## config.mk

```make
export PLATFORM = sky130hd
export DESIGN_NAME = alu_control_seq
export DESIGN_NICKNAME = d
export VERILOG_FILES = /design/src/rtl/alu_control_seq.sv
export SDC_FILE = /design/constraint.sdc
export NUM_CORES = 1
export LEC_CHECK = 0
export BUFFER_PORTS_ARGS = -buffer_cell sky130_fd_sc_hd__buf_2
export CORE_UTILIZATION = 38
export DETAILED_ROUTE_END_ITERATION = 12
export HOLD_SLACK_MARGIN = 0.05
export PLACE_DENSITY = 0.71
export SKIP_CTS_REPAIR_TIMING = 1
export SLEW_MARGIN = 20
export SYNTH_ARGS = -nofsm -noshare
export SYNTH_HDL_FRONTEND = slang
export SYNTH_SLANG_ARGS = --single-unit
```

## constraint.sdc

```tcl
create_clock -name Clk -period 1 [get_ports Clk]
set_input_delay 0.15 -clock Clk [delete_from_list [all_inputs] [get_ports Clk]]
set_output_delay 0.15 -clock Clk [all_outputs]
set_load 0.02 [all_outputs]
```

## src/rtl/alu_control_seq.sv

```systemverilog
// alu_control_seq: registered, handshaked LEGv8 ALU control decoder.
// Define ALUCTL_MUL_EN to decode MUL and sequence it over MUL_CYCLES; otherwise MUL decodes as illegal.
module alu_control_seq #(
    parameter int OPCODE_W   = 11,
    parameter int CTRL_W     = 4,
    parameter int MUL_CYCLES = 4
) (
    input  logic                Clk,
    input  logic                Reset,
    input  logic [1:0]          ALUop,
    input  logic [OPCODE_W-1:0] Opcode,
    input  logic                InValid,
    output logic                InReady,
    output logic [CTRL_W-1:0]   ALUCtrl,
    output logic                OutValid,
    input  logic                OutReady,
    output logic                Busy,
    output logic                Illegal
);
`ifdef ALUCTL_MUL_EN
    localparam int CNT_W = $clog2(MUL_CYCLES + 1);
    typedef enum logic [1:0] {IDLE = 2'd0, MULTI = 2'd1, VALID = 2'd2} state_t;
    logic [CNT_W-1:0] cnt;
`else
    typedef enum logic [1:0] {IDLE = 2'd0, VALID = 2'd2} state_t;
`endif
    state_t      state;
    logic [3:0]  dec;
    logic [10:0] op;
    assign op = Opcode[10:0];
    always_comb begin
        dec = 4'b1111;
        case (ALUop)
            2'b00: dec = 4'b0010;
            2'b01: dec = 4'b0111;
            2'b10:
                case (op)
                    11'b10001011000: dec = 4'b0010;
                    11'b11001011000: dec = 4'b0110;
                    11'b10001010000: dec = 4'b0000;
                    11'b10101010000: dec = 4'b0001;
                    11'b11001010000: dec = 4'b0011;
                    11'b11010011011: dec = 4'b1000;
                    11'b11010011010: dec = 4'b1001;
`ifdef ALUCTL_MUL_EN
                    11'b10011011000: dec = 4'b1100;
`endif
                    default:         dec = 4'b1111;
                endcase
            default:
                case (op[10:1])
                    10'b1001000100: dec = 4'b0010;
                    10'b1101000100: dec = 4'b0110;
                    10'b1001001000: dec = 4'b0000;
                    10'b1011001000: dec = 4'b0001;
                    default:        dec = 4'b1111;
                endcase
        endcase
    end
    assign InReady = (state == IDLE) || (state == VALID && OutReady);
    // 1111 is produced only for undefined ops, 1100 only for MUL
    always_ff @(posedge Clk or posedge Reset) begin
        if (Reset) begin
            state    <= IDLE;
            ALUCtrl  <= '0;
            OutValid <= 1'b0;
            Illegal  <= 1'b0;
`ifdef ALUCTL_MUL_EN
            Busy     <= 1'b0;
            cnt      <= '0;
`endif
        end else if (InValid && InReady) begin
            ALUCtrl <= CTRL_W'(dec);
            Illegal <= dec == 4'b1111;
`ifdef ALUCTL_MUL_EN
            if (dec == 4'b1100) begin
                state    <= MULTI;
                OutValid <= 1'b0;
                Busy     <= 1'b1;
                cnt      <= CNT_W'(MUL_CYCLES - 1);
            end else begin
                state    <= VALID;
                OutValid <= 1'b1;
                Busy     <= 1'b0;
            end
`else
            state    <= VALID;
            OutValid <= 1'b1;
`endif
        end
`ifdef ALUCTL_MUL_EN
        else if (state == MULTI) begin
            if (cnt == '0) begin
                state    <= VALID;
                OutValid <= 1'b1;
                Busy     <= 1'b0;
            end else begin
                cnt <= cnt - 1'b1;
            end
        end
`endif
        else if (state == VALID && OutReady) begin
            state    <= IDLE;
            OutValid <= 1'b0;
        end
    end
`ifndef ALUCTL_MUL_EN
    assign Busy = 1'b0;
`endif
endmodule

```

# Word level (Yosys, flattened, before mapping)
# Cells that the tools add are included.
# word_totals
reg_bits	8
inputBits	17
output_inout_bits	8
elab_cells	32
# classes
n_eq_ne	15
n_mux	7
n_reduce_logical	6
# op_table
cell	count
$eq 11x11->1 const B	7
$eq 10x10->1 const B	4
$pmux 4 s7	1
$pmux 4 s4	1
$pmux 4 s3	1
$eq 2x2->1 const B	2
$eq 4x4->1 const B	1
$logic_not 2->1	2
$mux 2	2
$eq 2x1->1 const B	1
$logic_and 1x1->1	2
$mux 1	2
$reduce_bool 2->1	1
$logic_or 1x1->1	1

# Logic depth before layout (Yosys ltp)
# depth
ltp_word	5
depth_mapped	4
mapped_depth_nobuf	4

# Least setup slack after synthesis
# No wires, ideal clock.
# synth_timing
path_type	in2reg
startpoint	input port Opcode[1]
endpoint	register Illegal
setup_time_ns	0.121
arrival_time_ns	1.341
setup_slack_ns	-0.462
cell_stages	4
path_buffers	0
cell_sequence	or4b_4 or4b_1 nand4_1 o21ai_1
# synth_via
elab_chain_len	4
word_cells_on_any_way	15
# synth_lines
element	line_no	text
start: declaration	11	input logic [OPCODE_W-1:0] Opcode,
$eq 11x11->1 / $eq 10x10->1 (equally long branches)	37, 51	
$pmux 4 s7 / $pmux 4 s4 (equally long branches)	37, 51	
$pmux 4 s3 *	33	case (ALUop)
$eq 4x4->1 *	74	Illegal <= dec == 4'b1111;
end signal: assignment	67	Illegal <= 1'b0;
end signal: assignment	74	
end: declaration	18	output logic Illegal
# Every way passes the cells marked *; elsewhere a longest branch is shown, timed or not.
# A chain may end at the register's enable or synchronous reset.

# Final worst setup path
# layout_timing
startpoint	input port Opcode[5]
endpoint	register Illegal
# Same word-level chain as after synthesis.

==> summary.md <==
| Metric | Value |
|---|---|
| CTS Sinks | `6` |
| Top sig layer | `met4` |
| Routed length on met2 | `811 um` |
| Reg area | `150 um2` |
| Placed Instance Area | `between 700 and 800 um2` |
| RSZ-0062 raised after global routing | `true` |
| Fmax | `between 700 and 800 MHz` |
| Design Area, Final | `872 um2` |
| Clock root buffer | `clkbuf_4` |
| Area grow syn2layout | `76.5%` |
| Final #Nets | `123` |
| Most common cell after layout, fill and taps aside | `buf_2` |
| Leakage | `0.430 nW` |
| Ant diodes | `0` |
| Fraction of layout cells with a size suffix above 1 | `53.8%` |
| Synth warn | `0` |
| Routed len/inst | `13.4 um` |
| Global-route wire length before repair | `2150 um` |
| Max-slew violations | `0` |
| Rows | `12` |
| CTS tree | `done` |
| Hold path depth | `2` |
| Req. time, crit path | `1.12 ns` |
| Final min period | `1.39 ns` |
| Crit path kind | `input port to register` |
| Global Route Usage Sum | `between 20% and 30%` |
| Maximum clock insertion buffer count | `2` |
| Fin. Hold Viols | `0` |
| Reg2reg path depth | `4` |
| Pre-antenna DRT Iters | `4` |
| Mapped Avg Cell Area | `between 8 and 9 um2` |
| Largest net degree at the start of global routing | `8` |
| # fillers | `between 80 and 90` |
| Top-Level Pins | `25` |
| Setup TNS Final | `-1.41 ns` |
| Vias in the first global route | `565` |
| Initial antenna violation count | `0` |
| Final Cycle Share | `139%` |
| Synthesized area | `494 um2` |
| Hold WS | `0.138 ns` |
| Die Wd | `about 38 um` |
| Count of input and output buffers | `23` |
| Vias/cell | `5.74` |
| Most frequent cells in the layout | `buf_2 (21), buf_4 (16), nand2_1 (7)` |
| Peak supply drop | `between 0.4 and 0.5 mV` |
| Initial core utilization | `a little over two fifths` |
| Fraction of registers with async set/reset | `100%` |
| Skew final | `approximately 0.0030 ns` |
| Pwr per Cell Area | `~950 mW/mm2` |
| Final ANT Viol Nets | `0` |
| DP Worst Slack | `-0.600 ns` |
| Synth Instances | `59` |
| Met3 WL | `100 um` |
| Sequential cell area fraction in the yosys report | `a little under a third` |
| Max Cap Viol | `0` |
| Core region area | `0.00116 mm2` |
| 1st-iter DRT viols | `14` |
| Register bit count reported by yosys | `6` |
| RePlAce Congestion | `0.846` |
| Max incr delay on CP | `0.55 ns` |
| Slowest CP cell | `or4bb_1` |
| Die Area | `~0.0014 mm2` |
| DR vias | `677` |
| Residual DRC | `0` |
| CP cell instances | `buf_2, or4bb_1, or4b_4, nand4_1, o21ai_1` |
| Worst Setup End Kind | `register` |
| Post-synth top flop | `dfrtp_1` |
| Post-synth cell types | `33` |
| Final worst setup slack | `-0.388 ns` |
| CP Max Fanout | `2` |
| Total CTS buffers | `3` |
| EDFF count, synth | `0` |
| Outcome | `finished, violations left` |
| Post-Route WL | `1580 um` |
| Hold Path Class | `input port to register` |
| Failing checks | `negative setup slack` |
| Die H | `38.1 um` |
| Grt ovf | `0` |
| H-tree depth | `1` |
| Met1 wire length | `621 um` |
| CTS clk-pin slew, worst paths | `roughly 0.050 ns` |
| Total chip power | `0.825 mW` |
| WP data arrival | `around 1.5 ns` |
| Multi-input logic area | `383 um2` |
| Detailed placement HPWL | `roughly 1100 um` |
| Worst-Skew Late Latency | `0.24 ns` |
| Setup Viol. Count Final | `6` |
| Startpoint types | `input port` |
| Syn_nets | `76` |
==> synthesized netlist by cell type (2+ instances only) <==
master     count  area, um2
nor2_1         3       11.3
nor3b_1        4       30.0
nand2_1        7       26.3
inv_1          2       7.51
nor2b_1        3       18.8
nand3_1        3       15.0
nand2b_1       2       12.5
o2111ai_1      2       17.5
dfrtp_1        6        150
and3b_1        2       17.5
nor3_1         2       10.0
o31ai_1        2       15.0
==> sequential cells by signal, indices dropped and copies added (netlist names) <==
| signal | cells |
|---|---|
| ALUCtrl | 4 |
| OutValid | 1 |
| Illegal | 1 |
==> cells by family (layout without fill, tap and decap cells) <==
group,after synthesis,in the layout,synth area share (%)
buf+inv,3,48,3.04
other cells,1,1,0.759
flops,6,6,30.4
xor+xnor,1,1,1.77
compound gates,13,13,20.0
simple gates,35,35,44.1
==> where the power goes <==
part / leakage, nW / switching [mW] / internal (mW) / total (mW)
Combinational: 0.347 / 0.163 / 0.152 / 0.315
Clock: 0.0138 / 0.0872 / 0.136 / 0.223
Sequential: 0.0687 / 0.0145 / 0.273 / 0.287
Total: 0.430 / 0.265 / 0.560 / 0.825
==> metrics by stage <==
step	instances	util (%)
after global placement	114	66.7
final	118	75.4
after CTS	117	68.6
after detailed placement	114	66.7
after global routing	118	75.4
after floorplan	59	-
==> critical path: cells and delay by family <==
family	cells	cell delay [ns]
AO/OA/AOI/OAI	1	0.09
buffers and inverters	1	0.10
AND/OR/NAND/NOR	3	1.17
==> path summary, 6_finish.rpt <==
check                                  startpoint                     end  slack (ns)
max in group asynchronous                   Reset  ALUCtrl[2]$_DFFE_PP0P_        0.46
min in group asynchronous                   Reset  ALUCtrl[1]$_DFFE_PP0P_        0.36
hold / removal                            InValid    OutValid$_DFFE_PP0P_        0.14
hold reg to reg            ALUCtrl[3]$_DFFE_PP0P_  ALUCtrl[3]$_DFFE_PP0P_        0.46
setup / recovery                        Opcode[5]     Illegal$_DFFE_PP0P_       -0.39
setup reg to reg             OutValid$_DFFE_PP0P_     Illegal$_DFFE_PP0P_       -0.15
==> layer usage <==
metal,vias up,track usage (%)
li1,314,-
met1,311,23.6
met2,41,38.6
met3,11,2.33
met4,0,12.5
met5,-,0
==> cell type report <==
cell class	instances	share of cell area [%]
Sequential cell	6	17.2
Timing Repair Buffer	43	33.4
Multi-Input combinational cell	50	43.9
Inverter	2	0.861
Tap cell	14	2.01
Clock buffer	3	2.58
Power figures use the tool's default switching activity.
